--- config.mk ---
export PLATFORM = sky130hd
export DESIGN_NAME = sample_pipe_flat
export DESIGN_NICKNAME = d
export VERILOG_FILES = /design/src/rtl/sample_pipe_pkg.sv /design/src/rtl/sample_pipe_if.sv /design/src/rtl/sample_pipe_stage.sv /design/src/rtl/sample_pipe.sv /design/src/flat_wrapper.sv
export SDC_FILE = /design/constraint.sdc
export NUM_CORES = 1
export LEC_CHECK = 0
export CORE_MARGIN = 3
export CORE_UTILIZATION = 32
export DETAILED_ROUTE_END_ITERATION = 8
export GPL_TIMING_DRIVEN = 0
export HOLD_SLACK_MARGIN = 0.15
export SLEW_MARGIN = 20
export SYNTH_ARGS = -nofsm -noshare
export SYNTH_HDL_FRONTEND = slang
export SYNTH_HIERARCHICAL = 1
export SYNTH_SLANG_ARGS = --single-unit
--- constraint.sdc ---
create_clock -name CLK -period 5.45 [get_ports CLK]
set_clock_uncertainty 0.2 [all_clocks]
set_input_delay 1.09 -clock CLK [delete_from_list [all_inputs] [get_ports CLK]]
set_output_delay 1.09 -clock CLK [all_outputs]
set_load 0.02 [all_outputs]
--- src/rtl/sample_pipe_pkg.sv ---
// Shared constants and width helpers for the sample pipeline between the
// phase/amplitude generator and the DAC output stage.
package sample_pipe_pkg;

   localparam int DEFAULT_WIDTH = 12;
   localparam int DEFAULT_DEPTH = 4;

   // A one-stage tap would otherwise need a zero-width select.
   function automatic int tap_w(input int depth);
      return (depth > 1) ? $clog2(depth) : 1;
   endfunction

   function automatic int occ_w(input int depth);
      return $clog2(depth + 1);
   endfunction

endpackage

--- src/rtl/sample_pipe_if.sv ---
// Valid/ready sample bus: upstream (IN_*) and downstream (OUT_*) handshakes.
interface sample_pipe_if
   import sample_pipe_pkg::*;
#(
   parameter int WIDTH = DEFAULT_WIDTH
);
   logic             IN_VALID;
   logic             IN_READY;
   logic [WIDTH-1:0] IN_DATA;
   logic             OUT_VALID;
   logic             OUT_READY;
   logic [WIDTH-1:0] OUT_DATA;

   // master: the environment feeding and draining the pipe
   modport master (
      output IN_VALID, IN_DATA, OUT_READY,
      input  IN_READY, OUT_VALID, OUT_DATA
   );

   // slave: the pipe itself
   modport slave (
      input  IN_VALID, IN_DATA, OUT_READY,
      output IN_READY, OUT_VALID, OUT_DATA
   );
endinterface

--- src/rtl/sample_pipe_stage.sv ---
// One pipeline slot: WIDTH-bit data register plus its valid bit.
module pipe_stage #(
   parameter int               WIDTH     = 12,
   parameter logic [WIDTH-1:0] RESET_VAL = '0
) (
   input  logic             CLK,
   input  logic             RST,
   input  logic             FLUSH,
   input  logic             LOAD,
   input  logic             D_VALID,
   input  logic [WIDTH-1:0] D,
   output logic             Q_VALID,
   output logic [WIDTH-1:0] Q
);

   logic             r_valid;
   logic [WIDTH-1:0] r_data;

   // Data only moves with a real sample, and flush leaves data untouched.
   always_ff @(posedge CLK) begin
      if (RST) begin
         r_valid <= 1'b0;
         r_data  <= RESET_VAL;
      end else begin
         if (FLUSH)     r_valid <= 1'b0;
         else if (LOAD) r_valid <= D_VALID;
         if (LOAD && D_VALID && !FLUSH) r_data <= D;
      end
   end

   assign Q_VALID = r_valid;
   assign Q       = r_data;

endmodule

--- src/rtl/sample_pipe.sv ---
// Stallable, bubble-collapsing sample pipeline with flush, debug tap and
// occupancy count.
module sample_pipe
   import sample_pipe_pkg::*;
#(
   parameter int               WIDTH     = DEFAULT_WIDTH,
   parameter int               DEPTH     = DEFAULT_DEPTH,
   parameter logic [WIDTH-1:0] RESET_VAL = '0
) (
   input  logic                      CLK,
   input  logic                      RST,
   input  logic                      FLUSH,
   input  logic [tap_w(DEPTH)-1:0]   TAP_SEL,
   output logic [WIDTH-1:0]          TAP_DATA,
   output logic                      TAP_VALID,
   output logic [occ_w(DEPTH)-1:0]   OCCUPANCY,
   sample_pipe_if.slave              bus
);

   localparam int OW = occ_w(DEPTH);

   logic [DEPTH-1:0]            w_adv;
   logic [DEPTH-1:0]            w_valid;
   logic [DEPTH-1:0][WIDTH-1:0] w_q;
   logic                        w_in_ready;
   logic                        w_accept;
   logic                        w_consume;
   logic [OW-1:0]               r_occ;

   // Ready chain from the output backwards: an empty slot frees everything
   // behind it, which is what collapses bubbles under a stalled output.
   always_comb begin
      logic v_run;
      v_run = !w_valid[DEPTH-1] || bus.OUT_READY;
      w_adv = '0;
      w_adv[DEPTH-1] = v_run;
      for (int i = DEPTH - 2; i >= 0; i--) begin
         v_run    = !w_valid[i] || v_run;
         w_adv[i] = v_run;
      end
   end

   assign w_in_ready = w_adv[0] && !FLUSH && !RST;
   assign w_accept   = bus.IN_VALID && w_in_ready;
   assign w_consume  = w_valid[DEPTH-1] && bus.OUT_READY;

   for (genvar i = 0; i < DEPTH; i++) begin : g_stage
      logic             w_d_valid;
      logic [WIDTH-1:0] w_d;
      if (i == 0) begin : g_head
         assign w_d_valid = w_accept;
         assign w_d       = bus.IN_DATA;
      end else begin : g_body
         assign w_d_valid = w_valid[i-1];
         assign w_d       = w_q[i-1];
      end
      pipe_stage #(
         .WIDTH     (WIDTH),
         .RESET_VAL (RESET_VAL)
      ) u_stage (
         .CLK     (CLK),
         .RST     (RST),
         .FLUSH   (FLUSH),
         .LOAD    (w_adv[i]),
         .D_VALID (w_d_valid),
         .D       (w_d),
         .Q_VALID (w_valid[i]),
         .Q       (w_q[i])
      );
   end

   // Tracks popcount(valid) without an adder tree over the valid bits.
   always_ff @(posedge CLK) begin
      if (RST || FLUSH)               r_occ <= '0;
      else if (w_accept && !w_consume) r_occ <= r_occ + OW'(1);
      else if (!w_accept && w_consume) r_occ <= r_occ - OW'(1);
   end

   // Out-of-range selects only exist for non-power-of-two depths.
   always_comb begin
      TAP_DATA  = RESET_VAL;
      TAP_VALID = 1'b0;
      if (int'(TAP_SEL) < DEPTH) begin
         TAP_DATA  = w_q[TAP_SEL];
         TAP_VALID = w_valid[TAP_SEL];
      end
   end

   assign bus.IN_READY  = w_in_ready;
   assign bus.OUT_VALID = w_valid[DEPTH-1];
   assign bus.OUT_DATA  = w_q[DEPTH-1];
   assign OCCUPANCY     = r_occ;

endmodule

--- src/flat_wrapper.sv ---
// flat-port wrapper written by rule: the top's interface ports become plain ports
module sample_pipe_flat import sample_pipe_pkg::*;
#(
   parameter int               WIDTH     = DEFAULT_WIDTH,
   parameter int               DEPTH     = DEFAULT_DEPTH,
   parameter logic [WIDTH-1:0] RESET_VAL = '0
)
  (CLK, RST, FLUSH, TAP_SEL, TAP_DATA, TAP_VALID, OCCUPANCY, bus_IN_VALID, bus_IN_DATA, bus_OUT_READY, bus_IN_READY, bus_OUT_VALID, bus_OUT_DATA);
  sample_pipe_if #(.WIDTH(WIDTH)) bus_i ();
  input  logic CLK;
  input  logic RST;
  input  logic FLUSH;
  input  logic [tap_w(DEPTH)-1:0] TAP_SEL;
  output logic [WIDTH-1:0] TAP_DATA;
  output logic TAP_VALID;
  output logic [occ_w(DEPTH)-1:0] OCCUPANCY;
  input wire logic [$bits(bus_i.IN_VALID)-1:0] bus_IN_VALID;
  input wire logic [$bits(bus_i.IN_DATA)-1:0] bus_IN_DATA;
  input wire logic [$bits(bus_i.OUT_READY)-1:0] bus_OUT_READY;
  output wire logic [$bits(bus_i.IN_READY)-1:0] bus_IN_READY;
  output wire logic [$bits(bus_i.OUT_VALID)-1:0] bus_OUT_VALID;
  output wire logic [$bits(bus_i.OUT_DATA)-1:0] bus_OUT_DATA;
  assign bus_i.IN_VALID = bus_IN_VALID;
  assign bus_i.IN_DATA = bus_IN_DATA;
  assign bus_i.OUT_READY = bus_OUT_READY;
  assign bus_IN_READY = bus_i.IN_READY;
  assign bus_OUT_VALID = bus_i.OUT_VALID;
  assign bus_OUT_DATA = bus_i.OUT_DATA;
  sample_pipe #(.WIDTH(WIDTH), .DEPTH(DEPTH), .RESET_VAL(RESET_VAL)) u_core (.CLK(CLK), .RST(RST), .FLUSH(FLUSH), .TAP_SEL(TAP_SEL), .TAP_DATA(TAP_DATA), .TAP_VALID(TAP_VALID), .OCCUPANCY(OCCUPANCY), .bus(bus_i));
endmodule
==> results.txt <==
Once placement completed, the tool counted placed cells totaling roughly 420. The static leakage came out at roughly 1.2 nW. The number of cells on the worst reg-to-reg path is 9. In this run the clock root is driven by a sky130_fd_sc_hd__clkbuf_8. The startpoint type of the worst setup path is an input port. Setup repair after global routing left no endpoint under its margin. By area the synthesized netlist is led by sky130_fd_sc_hd__dfxtp_1 (38%), sky130_fd_sc_hd__nand2b_1 (21%), sky130_fd_sc_hd__mux2i_1 (18%). Summing over every cut layer, the via total after detailed routing is approximately 2,000. The synthesized cell area came out at ~2900 um2. The slew at the pin closest to its max-slew limit is slightly above 900 ps.

After layout, the minimum clock period comes to 4390 ps. The total clock sinks is 55. After legalization and detailed placement, the total HPWL measured between 4000 and 5000 um. The sequential-to-total area share from yosys stat came out at between 30% and 40%. The total of hold buffers inserted after clock tree synthesis came out at 0. Summed over all failing endpoints, the final setup total negative slack is 0 ps. By instance count, the cell type seen most on the critical path is sky130_fd_sc_hd__clkdlybuf4s50_1. The post-layout net count is roughly 340. The overall routing resource usage is 13.9%. Counting flops with an async set or reset pin after synthesis yields a share of 0%. The library cell with the highest instance count after synthesis is sky130_fd_sc_hd__nand2b_1. In this run the tightest slew margin relative to its limit is about two fifths.

The residual antenna-violating net count after detailed routing is 0. The via density per instance is 4.65. The top fanout value on the critical path is 31. The endpoint of the worst register-to-register path is u_core/OCCUPANCY[2]$_SDFFE_PP0P_.

The type of element capturing the critical path is a primary output. The register-to-register path setup slack is about 3000 ps. The placeable core region is 8760 um2. After synthesis, the most frequently instantiated cells are sky130_fd_sc_hd__nand2b_1 (96), sky130_fd_sc_hd__dfxtp_1 (55), sky130_fd_sc_hd__mux2i_1 (53).

The synthesized netlist net count came out at roughly 280. The power per unit of standard cell area is just under 200 nW/um2. The antenna diode count came out at 0.

The overflow left after global routing came out at 0. The highest achievable clock rate came out at about 230 MHz. The fraction of the cycle the final worst path needs is 80.5%. In this run, CTS created clock tree buffers numbering 5.

TritonCTS built the clock tree. The number of H-tree levels came out at 2. The worst register-to-register path begins at u_core/g_stage[3].u_stage/Q_VALID$_SDFFE_PP0P_.

After detailed routing, the average wire length per cell comes to approximately 15 um. The number of fill cells is roughly 840. After the flow finishes, the layout carries non-filler instances totaling ~430. The hold-critical path depth came out at 2.

The starting DRC count in detailed routing is between 50 and 60. The number of flops mapped to enable cells by yosys is 0. The I/O pin count is 49. For this run, the leading register cell type out of synthesis is sky130_fd_sc_hd__dfxtp_1.

The final routed DRC violation total came out at 0. The cell with the largest stage delay on the worst path is sky130_fd_sc_hd__clkdlybuf4s50_1. The startpoint identified for the worst hold timing path is u_core/g_stage[1].u_stage/Q[11]$_SDFFE_PP0P_. The flow ran to the end, and the final reports show no timing, DRC or antenna violations. Setup violations remaining at the end of the flow were counted as 0. The synthesis-to-layout area growth came out at 24.4%. The clock reaches the later pin of the worst-skew pair after 310 ps. The final max-slew violation count is 0. On the worst path, the slowest cell contributes a delay of slightly below 900 ps. Across the VDD grid, the largest voltage drop is a little under 100 uV. The data required time of the worst path came out at between 4000 and 5000 ps.

The first-pass GRT wire length came out at 11,000 um. Across the run, the number of max-cap violations was 0. The multi-input logic area came out at 1610 um2. The class of the most critical hold timing path is reg2reg. The number of iterations in the first detailed-routing pass is 4. Across all hold checks on the routed design, the worst slack comes to 292 ps. The maximum number of buffers from clock root to sink came out at 2. The post-route netlist has 8.49% of its cells at a drive strength greater than 1. From left edge to right edge, the die measures 101 um. The critical path goes through clkdlybuf4s50_1 > nor2_1 > and2_1 > clkdlybuf4s50_1.

The vertical die dimension came out at just over 100 um. After clock tree synthesis, the setup repair step added 0 buffers. Buffers placed on the I/O ports in this run total between 40 and 50. The sum of routed wire length over all layers is about 6600 um. Of all cell types, the one taking the most synthesized area is sky130_fd_sc_hd__dfxtp_1.

The clock slew at the register clock pins of the worst setup and hold paths is around 100 ps. The number of core rows is 34. The quantity of gates resized following cts is 0.

After synthesis, the mean cell area works out to roughly 11 um2. The number of different library cells in the post-synthesis netlist is 25. The total of flip-flops plus latches after synthesis came out at between 50 and 60. The number of global-route vias before repair came to around 2,100. The power consumption came out at roughly 0.00071 W.

The top-area cell type share of the netlist area is 38.1%. The initial antenna violation count came out at 0. The die outline area came out at about 10,000 um2. The number of failing hold endpoints at the final stage came out at 0.

By startpoint and endpoint, the worst setup path is classified as in2out. The area of all sequential standard cells came out at between 1000 and 1500 um2. The starting density of the core came out at roughly a third. For hold timing, the worst endpoint is u_core/g_stage[2].u_stage/Q[11]$_SDFFE_PP0P_. The arrival time at the worst endpoint is between 3000 and 4000 ps. Entering global routing, the biggest net connects 32 pins. Routability-driven placement finished with a final weighted congestion of 0.733. The number of standard cells after synthesis is between 200 and 300. Cells fill between 40 and 50% of the core in the end. The number of warning messages in the yosys log came out at 6.
-- cells in the final DEF (no fill, tap or decap), types with 5 or more instances in the layout --
cell type	Yosys	final
sky130_fd_sc_hd__nand2b_1	96	96
sky130_fd_sc_hd__dfxtp_1	55	55
sky130_fd_sc_hd__mux2i_1	53	53
sky130_fd_sc_hd__clkdlybuf4s50_1	0	48
sky130_fd_sc_hd__mux4_2	10	10
sky130_fd_sc_hd__clkbuf_1	8	9
sky130_fd_sc_hd__nor3_1	6	6
sky130_fd_sc_hd__clkbuf_8	0	5
sky130_fd_sc_hd__buf_6	5	5
-- how the worst max path moves through the flow --
stage / start / to / slack [ps] / cells after the start
after detailed placement: RST / bus_IN_READY / 1020 / 4
after CTS: RST / bus_IN_READY / 1020 / 4
final: RST / bus_IN_READY / 1060 / 4
after global placement: RST / bus_IN_READY / 1080 / 4
after global routing: RST / bus_IN_READY / 860 / 4
after floorplan: TAP_SEL[0] / TAP_DATA[0] / 2340 / 2
-- flip-flops by register name, summed over array words and instances, names as in the netlist --
| signal | cells |
|---|---|
| u_core/g_stage.u_stage/Q | 48 |
| u_core/OCCUPANCY | 3 |
| u_core/g_stage.u_stage/Q_VALID | 4 |
-- final cells by class --
| cell class | count | area share, % |
|---|---|---|
| sequential | 55 | 30.6 |
| clock buffer | 6 | 2.02 |
| timing repair buffer | 48 | 13.4 |
| tap | 108 | 3.76 |
| multi-input combinational | 187 | 44.8 |
| clock inverter | 2 | 0.487 |
| buffer | 18 | 4.77 |
| inverter | 2 | 0.209 |
-- routing by layer --
layer,share of wire [%],track usage (%)
met1,48,19.0
met2,48,22.5
met3,3.2,2.63
met4,1.2,3.68
met5,0,0
-- per-stage QoR --
step	cell area (um2)	setup slack (ps)
after detailed placement	3510	1020
final	3600	1060
after global routing	3600	863
after floorplan	2890	2340
after CTS	3600	1020
after global placement	3510	1080
-- where the power goes --
part	internal (W)	switching, W	total [W]	leakage [nW]
Combinational	0.0000385	0.0000296	0.0000681	0.698
Sequential	0.000404	0.00000235	0.000407	0.443
Clock	0.0000928	0.000140	0.000233	0.0454
-- kinds of logic after synthesis --
logic type / synth area share (%)
fa+ha+maj: 1.13
xor+xnor: 0.606
buf+inv: 6.19
simple gates: 24.7
mux: 28.9
compound gates: 0.433
flops: 38.1
-- worst max-delay path, delay by kind of cell --
| kind | cells | cell delay (ps) |
|---|---|---|
| buffers and inverters | 2 | 1490 |
| and+or+nand+nor | 2 | 510 |
(Power assumes the default switching activity.)
